`config.mk`:
```
export PLATFORM = sky130hd
export DESIGN_NAME = instr_stepper_flat
export DESIGN_NICKNAME = d
export VERILOG_FILES = /design/src/rtl/instr_stepper_if.sv /design/src/rtl/instr_stepper.sv /design/src/flat_wrapper.sv
export SDC_FILE = /design/constraint.sdc
export NUM_CORES = 1
export LEC_CHECK = 0
export CORE_MARGIN = 1
export CORE_UTILIZATION = 25
export DETAILED_ROUTE_END_ITERATION = 7
export GPL_ROUTABILITY_DRIVEN = 0
export PLACE_DENSITY = 0.42
export SYNTH_ARGS = -nofsm -noshare
export SYNTH_HDL_FRONTEND = slang
export SYNTH_SLANG_ARGS = --single-unit
```
`constraint.sdc`:
```
create_clock -name clk -period 6.7 [get_ports clk]
set_input_delay 1.675 -clock clk [delete_from_list [all_inputs] [get_ports clk]]
set_output_delay 1.675 -clock clk [all_outputs]
set_load 0.02 [all_outputs]
```
`src/rtl/instr_stepper_if.sv`:
```
// instr_stepper_if: loader/control inputs and CPU-side issue outputs of the sequencer
interface instr_stepper_if #(
   parameter int DATA_W = 16,
   parameter int ADDR_W = 4
);
   logic              wr_en;
   logic [ADDR_W-1:0] wr_addr;
   logic [DATA_W-1:0] wr_data;
   logic [ADDR_W:0]   prog_len;
   logic              start;
   logic              abort;
   logic              step_mode;
   logic              step;
   logic              loop;
   logic [DATA_W-1:0] instr_out;
   logic              instr_valid;
   logic              is_bubble;
   logic [ADDR_W-1:0] pc_out;
   logic              busy;
   logic              done;

   modport master (
      output wr_en, wr_addr, wr_data, prog_len, start, abort, step_mode, step, loop,
      input  instr_out, instr_valid, is_bubble, pc_out, busy, done
   );

   modport slave (
      input  wr_en, wr_addr, wr_data, prog_len, start, abort, step_mode, step, loop,
      output instr_out, instr_valid, is_bubble, pc_out, busy, done
   );
endinterface

```
`src/rtl/instr_stepper.sv`:
```
// instr_stepper: replays a loaded program into the CPU, padding each word with NOP bubbles
module instr_stepper #(
   parameter int                DATA_W    = 16,
   parameter int                DEPTH     = 16,
   parameter int                ADDR_W    = 4,
   parameter logic [DATA_W-1:0] NOP_WORD  = 16'h0800,
   parameter int                NOP_SLOTS = 2
) (
   input logic           clk,
   input logic           rst,
   instr_stepper_if.slave bus
);
   typedef enum logic [2:0] {IDLE, ISSUE, BUBBLE, HOLD, DONE} state_t;

   localparam logic [ADDR_W:0]   DEP   = DEPTH[ADDR_W:0];
   localparam logic [ADDR_W:0]   ONE   = 1;
   localparam logic [ADDR_W-1:0] PC1   = 1;
   localparam logic [2:0]        BLOAD = 3'(NOP_SLOTS - 1);
   localparam bit                HAS_B = NOP_SLOTS != 0;

   state_t            state, nstate;
   logic [DATA_W-1:0] mem [DEPTH];
   logic [ADDR_W-1:0] pc, npc;
   logic [ADDR_W:0]   len, clen;
   logic [2:0]        bcnt;
   logic              smode, idle, start_ok, last, more, slot_end;

   assign bus.pc_out = pc;

   // next state: abort first, then start, then the issue/bubble/hold sequencing
   always_comb begin
      idle     = state == IDLE || state == DONE;
      start_ok = idle && bus.start;
      clen     = bus.prog_len > DEP ? DEP : bus.prog_len;
      last     = {1'b0, pc} + ONE == len;
      more     = !last || bus.loop;
      npc      = start_ok || last ? '0 : pc + PC1;
      slot_end = (state == ISSUE && !HAS_B) || (state == BUBBLE && bcnt == 3'd0);
      nstate   = bus.abort                      ? IDLE :
                 start_ok                       ? (clen == '0 ? DONE : ISSUE) :
                 (state == ISSUE && HAS_B)      ? BUBBLE :
                 slot_end                       ? (!more ? DONE : smode ? HOLD : ISSUE) :
                 (state == HOLD && bus.step)    ? ISSUE : state;
   end

   // program store write port, only while not sequencing
   always_ff @(posedge clk) begin
      if (rst && !bus.abort && bus.wr_en && idle) mem[bus.wr_addr] <= bus.wr_data;
   end

   // state and registered outputs, all derived from the next state
   always_ff @(posedge clk) begin
      if (!rst) begin
         state           <= IDLE;
         bus.instr_out   <= NOP_WORD;
         bus.instr_valid <= 1'b0;
         bus.is_bubble   <= 1'b0;
         bus.busy        <= 1'b0;
         bus.done        <= 1'b0;
         pc              <= '0;
         len             <= '0;
         smode           <= 1'b0;
         bcnt            <= '0;
      end else begin
         state           <= nstate;
         bus.instr_out   <= nstate == ISSUE ? mem[npc] : NOP_WORD;
         bus.instr_valid <= nstate == ISSUE || nstate == BUBBLE;
         bus.is_bubble   <= nstate == BUBBLE;
         bus.busy        <= nstate == ISSUE || nstate == BUBBLE || nstate == HOLD;
         bus.done        <= nstate == DONE;
         if (nstate == ISSUE) pc <= npc;
         if (start_ok && !bus.abort) begin
            len   <= clen;
            smode <= bus.step_mode;
         end
         if (nstate == BUBBLE) bcnt <= state == ISSUE ? BLOAD : bcnt - 3'd1;
      end
   end
endmodule
```
`src/flat_wrapper.sv`:
```
// flat-port wrapper written by rule: the top's interface ports become plain ports
module instr_stepper_flat 
#(
   parameter int                DATA_W    = 16,
   parameter int                DEPTH     = 16,
   parameter int                ADDR_W    = 4,
   parameter logic [DATA_W-1:0] NOP_WORD  = 16'h0800,
   parameter int                NOP_SLOTS = 2
)
  (clk, rst, bus_wr_en, bus_wr_addr, bus_wr_data, bus_prog_len, bus_start, bus_abort, bus_step_mode, bus_step, bus_loop, bus_instr_out, bus_instr_valid, bus_is_bubble, bus_pc_out, bus_busy, bus_done);
  instr_stepper_if #(.DATA_W(DATA_W), .ADDR_W(ADDR_W)) bus_i ();
  input logic clk;
  input logic rst;
  input wire logic [$bits(bus_i.wr_en)-1:0] bus_wr_en;
  input wire logic [$bits(bus_i.wr_addr)-1:0] bus_wr_addr;
  input wire logic [$bits(bus_i.wr_data)-1:0] bus_wr_data;
  input wire logic [$bits(bus_i.prog_len)-1:0] bus_prog_len;
  input wire logic [$bits(bus_i.start)-1:0] bus_start;
  input wire logic [$bits(bus_i.abort)-1:0] bus_abort;
  input wire logic [$bits(bus_i.step_mode)-1:0] bus_step_mode;
  input wire logic [$bits(bus_i.step)-1:0] bus_step;
  input wire logic [$bits(bus_i.loop)-1:0] bus_loop;
  output wire logic [$bits(bus_i.instr_out)-1:0] bus_instr_out;
  output wire logic [$bits(bus_i.instr_valid)-1:0] bus_instr_valid;
  output wire logic [$bits(bus_i.is_bubble)-1:0] bus_is_bubble;
  output wire logic [$bits(bus_i.pc_out)-1:0] bus_pc_out;
  output wire logic [$bits(bus_i.busy)-1:0] bus_busy;
  output wire logic [$bits(bus_i.done)-1:0] bus_done;
  assign bus_i.wr_en = bus_wr_en;
  assign bus_i.wr_addr = bus_wr_addr;
  assign bus_i.wr_data = bus_wr_data;
  assign bus_i.prog_len = bus_prog_len;
  assign bus_i.start = bus_start;
  assign bus_i.abort = bus_abort;
  assign bus_i.step_mode = bus_step_mode;
  assign bus_i.step = bus_step;
  assign bus_i.loop = bus_loop;
  assign bus_instr_out = bus_i.instr_out;
  assign bus_instr_valid = bus_i.instr_valid;
  assign bus_is_bubble = bus_i.is_bubble;
  assign bus_pc_out = bus_i.pc_out;
  assign bus_busy = bus_i.busy;
  assign bus_done = bus_i.done;
  instr_stepper #(.DATA_W(DATA_W), .DEPTH(DEPTH), .ADDR_W(ADDR_W), .NOP_WORD(NOP_WORD), .NOP_SLOTS(NOP_SLOTS)) u_core (.clk(clk), .rst(rst), .bus(bus_i));
endmodule
```
**Yosys cells after proc, flatten, opt, wreduce, memory -nomap -nowiden**

Memory sizes are Yosys's and may differ from the RTL's. A register that Yosys moved wholly into a read port is not among the register bits.
Cells that the tools add are included.

- Bitwise operators: 0
- Add/subtract/negate cells: 3
- Reduce and logical (&&, ||, !) cells: 19
- Divide/modulo/power cells: 0
- Eq/ne operators: 9
- Shift-type cells: 0
- Mux-type cells: 13
- Multiply operators: 0
- Order comparisons: 1

Operator list:

| cell | count |
|---|---|
| 3-bit 2-to-1 mux | 8 |
| 3-bit by 2-bit equality test with 1-bit output (second input constant) | 4 |
| 1-bit logical AND | 7 |
| 3-bit by 1-bit equality test with 1-bit output (second input constant) | 2 |
| 3-bit equality test (second input constant) | 2 |
| 3-bit logical NOT | 2 |
| 4-bit by 1-bit adder with 5-bit output (second input constant) | 1 |
| 5-bit equality test | 1 |
| 5-bit greater-than comparator (second input constant) | 1 |
| 5-bit logical NOT | 1 |
| 1-bit logical OR | 5 |
| 5-bit 2-to-1 mux | 1 |
| 4-bit by 1-bit adder with 4-bit output (second input constant) | 1 |
| 4-bit 2-to-1 mux | 1 |
| 1-bit logical NOT | 3 |
| 3-bit by 1-bit subtractor with 3-bit output (second input constant) | 1 |
| 1-bit 2-to-1 mux | 2 |
| 2-bit 2-to-1 mux | 1 |
| 2-bit AND reduction | 1 |

- Memory bits (read-only): 0
- Output and inout port bits: 24
- Memories: 1
- Memory bits (writable): 256
- Flip-flop bits (word level): 20
- Word-level logic and storage cells: 55
- Latch bits: 0

Memories:

| name | depth | width | rd ports | clocked after memory_dff | wr ports | line | RTL |
|---|---|---|---|---|---|---|---|
| u_core.mem | 16 | 16 | 1 | 1 | 1 | instr_stepper.sv:22 | `logic [DATA_W-1:0] mem [DEPTH];` |

**Longest topological paths before layout**

- Depth after elaboration: 12
- Mapped depth: 12

**Worst setup path before layout**

OpenSTA, ideal clock, no wires.

- Path type: in2reg
- Start point: input bus_wr_en
- End point: memory u_core.mem[0][0], enable pin
- Slack: 2.746 ns
- Arrival: 3.544 ns
- Library setup time: 0.409 ns
- Required time: 6.291 ns
- Cell stages on the path: 4
- Cells stage by stage: nand3_1 -> nor2_1 -> or3b_2 -> nor3_1

- Cells in the longest elaborated chain, start to end: 4

RTL lines:

| item | line | RTL |
|---|---|---|
| from (decl) | flat_wrapper.sv:14 | `input wire logic [$bits(bus_i.wr_en)-1:0] bus_wr_en;` |
| 1-bit logical AND (2 in series) | instr_stepper.sv:48 | `if (rst && !bus.abort && bus.wr_en && idle) mem[bus.wr_addr] <= bus.wr_data;` |
| 1-bit 2-to-1 mux | instr_stepper.sv:48 |  |
| 1-bit 2-to-1 mux (implied by the code) | instr_stepper.sv:48 |  |
| to (decl) | instr_stepper.sv:22 |  |

No other way between the ends.

**Final worst setup path**

- Start point: register u_core.pc[0], in the netlist u_core.bus.pc_out[0]
- End point: register u_core.bus.instr_out[1], read port of u_core.mem

- Cells in the longest elaborated chain, start to end: 12

RTL lines:

| item | line | RTL |
|---|---|---|
| from (decl) | instr_stepper.sv:23 | `logic [ADDR_W-1:0] pc, npc;` |
| from (signal assigned) | instr_stepper.sv:71 | `if (nstate == ISSUE) pc <= npc;` |
| 4-bit by 1-bit adder with 5-bit output | instr_stepper.sv:35 | `last = {1'b0, pc} + ONE == len;` |
| 5-bit equality test | instr_stepper.sv:35 |  |
| 1-bit logical NOT | instr_stepper.sv:36 | `more = !last \|\| bus.loop;` |
| 1-bit logical OR | instr_stepper.sv:36 |  |
| 3-bit 2-to-1 mux (2 in series) | instr_stepper.sv:42 | `slot_end ? (!more ? DONE : smode ? HOLD : ISSUE) :` |
| 3-bit 2-to-1 mux | instr_stepper.sv:41 | `(state == ISSUE && HAS_B) ? BUBBLE :` |
| 3-bit 2-to-1 mux | instr_stepper.sv:40 | `start_ok ? (clen == '0 ? DONE : ISSUE) :` |
| 3-bit 2-to-1 mux | instr_stepper.sv:39 | `nstate = bus.abort ? IDLE :` |
| 3-bit by 1-bit equality test with 1-bit output | instr_stepper.sv:66 | `bus.instr_out <= nstate == ISSUE ? mem[npc] : NOP_WORD;` |
| 2-bit AND reduction (no source line) | - |  |
| 1-bit logical NOT (no source line) | - |  |
| to (decl) | instr_stepper_if.sv:29 | `output instr_out, instr_valid, is_bubble, pc_out, busy, done` |

Parallel ways exist; a longest one is shown, timed or not.
A chain may end at the register's enable or synchronous reset.

==> impl.org <==
** Floorplan
- Die area :: 48700 um2
- Count of pins on the block boundary :: 57
- Measured along the y axis, the die boundary spans 221 um.
- From left edge to right edge, the die measures 221 um.
- The core region is 46900 um2.
- Row Count :: 79
- Initial Utilization :: 25.5%

** Worst setup path
- Required time at the endpoint of the critical path :: 7130 ps
- CP arrival :: 4620 ps
- Largest fanout on the critical path :: 47
- The startpoint identified for the worst register-to-register timing path is u_core.bus.pc_out[0].
- The worst setup path is launched from a flop.
- R2R Path End :: u_core.bus.instr_out[1]
- Type of the setup path with the least slack :: reg2reg
- The setup check on the worst reg-to-reg path leaves a slack of 2510 ps.
- The worst setup path is captured at a flop.
- Measured in cells, the most critical reg-to-reg path has a length of 8.

** Timing
- Number of pins with negative max-slew slack in the final report :: 0
- Setup tns final :: 0 ps
- Across all hold checks on the routed design, the worst slack comes to 492 ps.
- Clock period minus final worst setup slack :: 4190 ps
- # setup viols final :: 0
- Achievable frequency :: 0.238 GHz
- For the pin with the worst max-slew slack, the measured transition is 1260 ps.
- RSZ-0062 raised after global routing :: false
- Relative slew margins :: 16.1%
- Layout Skew :: 26.5 ps
- Share of the cycle needed by the critical path after routing :: 62.6%
- The hold violation total from the final report was 0.

** Worst hold path
- Endpoint of the worst hold path :: u_core.len[0]
- The path class of the tightest hold or removal check is reg2reg.
- The worst hold path was traced through 2 stages.
- Start point of the worst hold path :: u_core.len[0]

** CTS
- Total CTS buffers :: 31
- Later-pin clock latency in the skew report :: 600 ps
- Clock transition at the registers of the reported paths :: 60 ps
- Count of hold buffers inserted by post-cts repair :: 0
- Setup repair bufs after CTS :: 0
- TritonCTS built the clock tree.
- Quantity of gates resized following cts :: 0
- # H-tree levels :: 1
- Counting along the longest clock path gives a buffer depth of 3.
- The root buffer cell chosen for the clock tree is clkbuf_16.
- Counting every sink on the clock net gives 292.

** Place
- HPWL Detailed :: 20.2 mm
- Number of buffers inserted by port buffering :: 56

** Layout
- Share of layout cells above drive strength 1 :: 17.4%
- After the last flow step, the layout net total stands at 914.
- Area Growth Syn to Fin :: 19.9%
- Antenna diode count :: 0

** Synthesis
- Counting flops with a built-in enable in the synthesized netlist gives 256.
- Primary flip-flop cell chosen by synthesis mapping :: edfxtp_1
- In this run the mean area of a mapped cell was 14.6 um2.
- Synthesized-area fraction occupied by ao, oa, aoi and oai cells :: 13.2%
- Distinct cells, synth :: 68
- The number of nets handed over by synthesis was 857.
- The synthesized netlist devotes 6.70% of its cell area to simple gates.
- Sequential element share of the synthesized area :: 70.3%
- Post-synthesis share of cell area spent on xor and xnor gates :: 0.628%
- After synthesis, the largest family of logic cells by area is compound AO/OA/AOI/OAI gates.
- Mux share of post-synthesis cell area :: 6.03%
- After synthesis the netlist holds a flip-flop and latch count of 292.
- After synthesis, the share of flip-flops with an asynchronous set or reset is 0%.
- Count of mapped cells out of synthesis :: 821
- Adder-cell share of the synthesized area :: 0.314%
- The Yosys step of the flow raised 0 warnings.
- The cell area that synthesis handed to floorplanning was 12000 um2.

** Routing
- Number of nets with antenna violations after detailed routing :: 0
- DR vias :: 7226
- The routed design has 34.2 mm of wire.
- 1st-pass router iterations :: 8
- Dividing the detail-routed via count by the number of cells gives 4.79.
- DRC violation count after routing :: 6
- After the first detailed-routing iteration, the DRC count stood at 626.
- Detailed-route wire length per cell :: 22.6 um

** Global routing
- The first global-routing pass estimated 50.2 mm of wire.
- Maximum number of pins on one net before global-route repair :: 48
- Summed over all layers, the global routing overflow is 0.
- The number of antenna violations at the first check in global routing came to 0.
- Overall track demand over capacity in global routing :: 14.2%
- The via count of the first global-routing pass was 7288.

** Power and ir drop
- Proportion of power drawn by combinational gates :: 6.3%
- Power Density :: 287 nW/um2
- Int Power :: 3.18 mW
- Switching fraction of total power :: 22.6%
- Of the total power, the clock network draws 45.0%.
- Static leakage :: 4.51 nW
- The analysis attributes to net switching a power of 0.929 mW.
- The worst-case IR drop observed on VDD is 0.189 mV.
- Register share of total power :: 48.8%

** Status
- The checks that failed: DRC.
- The run finished, with violations left.

** Run
- Max-cap violations in this run came to 0.
-- flip-flops by register name, indices dropped and copies added (netlist names) --
signal	flops
u_core.bcnt	3
u_core.bus.busy	1
u_core.bus.done	1
u_core.bus.instr_out	16
u_core.bus.instr_valid	1
u_core.bus.is_bubble	1
u_core.bus.pc_out	4
u_core.len	5
u_core.mem	256
u_core.smode	1
u_core.state	3
-- worst max-delay path by stage --
stage                     slack, ps                 endpoint  cells past startpoint                 start
after floorplan                2750         u_core.mem[0][0]                      4             bus_wr_en
after global placement         1880         u_core.mem[4][8]                      5                   rst
after detailed placement       1920         u_core.mem[4][8]                      5                   rst
after CTS                      2340  u_core.bus.instr_out[1]                      8  u_core.bus.pc_out[0]
after global routing           2290  u_core.bus.instr_out[1]                      8  u_core.bus.pc_out[0]
final                          2510  u_core.bus.instr_out[1]                      8  u_core.bus.pc_out[0]
-- kinds of logic after synthesis --
logic type	Yosys count
buffers and inverters	73
XOR/XNOR	7
flip-flops	292
adder cells (fa/ha/maj)	3
AND/OR/NAND/NOR	151
multiplexers	64
AO/OA/AOI/OAI	231
-- cell usage after synthesis, drive strengths merged, types with 13 or more instances --
| cell type | instances | area share (%) |
|---|---|---|
| nor3 | 22 | 0.92 |
| inv | 19 | 0.60 |
| mux2i | 18 | 1.5 |
| nand3b | 19 | 1.2 |
| buf | 25 | 1.3 |
| o211ai | 16 | 1.1 |
| dfxtp | 36 | 6.0 |
| a21boi | 13 | 0.82 |
| nand2 | 34 | 1.1 |
| a21oi | 64 | 2.8 |
| a211o | 15 | 1.1 |
| edfxtp | 256 | 64 |
| clkbuf | 28 | 0.89 |
| a2111oi | 14 | 1.1 |
| mux2 | 44 | 4.1 |
| a211oi | 16 | 1.0 |
| a221oi | 13 | 0.95 |
| nor2 | 38 | 1.2 |
| o31ai | 13 | 0.82 |
| o21ai | 35 | 1.5 |
| o22ai | 16 | 0.84 |
-- area by class of cell --
type                       count  area [um2]
tap                          607         759
fill                        4725       32500
clock buffer                  39         856
sequential                   292        8410
inverter                      20        75.1
clock inverter                19         241
multi-input combinational    456        3280
timing repair buffer          77         718
-- layout by cell type (no fill, tap or decap), drive strengths merged, types with 16 or more instances in the layout --
cell / count
a211oi: 16
a21oi: 64
buf: 21
clkbuf: 39
clkdlybuf4s50: 56
dfxtp: 36
edfxtp: 256
inv: 20
mux2: 44
mux2i: 18
nand2: 34
nand3b: 19
nor2: 38
nor3: 22
o211ai: 16
o21ai: 35
o22ai: 16
-- layer usage --
layer | vias to the layer above | wire length (um) | track usage (%)
li1 | 3341 | - | -
met1 | 3630 | 16200 | 20.2
met2 | 203 | 15400 | 22.5
met3 | 52 | 1720 | 2.19
met4 | 0 | 878 | 3.86
met5 | - | 0 | 0
-- power groups by stage --
| stage | Combinational [mW] | Clock, mW | Sequential (mW) |
|---|---|---|---|
| global route | 0.282 | 1.96 | 2.00 |
| global placement | 0.261 | 0 | 2.04 |
| finish | 0.257 | 1.85 | 2.00 |
| CTS | 0.262 | 1.89 | 2.00 |
| floorplan | 0.145 | 0 | 2.04 |
| detailed placement | 0.261 | 0 | 2.04 |
-- worst max-delay path, cell delays in order, from the launching register on --
cell	delay, ps
dfxtp_4	770
ha_2	400
or3b_1	380
a21oi_2	290
o211a_1	730
nor2_4	310
buf_4	340
a2111oi_0	680
o31ai_1	110
-- through the flow --
stage                     std cells  util (%)  power, mW  area (um2)  setup WS [ps]
final                          1510      30.6       4.11       14300           2510
after global routing           1510      30.6       4.24       14300           2290
after CTS                      1510      30.6       4.16       14300           2340
after detailed placement       1452      28.3       2.30       13200           1920
after global placement         1452      28.3       2.30       13200           1880
after floorplan                 821         -       2.18       12000           2750
(Power assumes the default switching activity.)
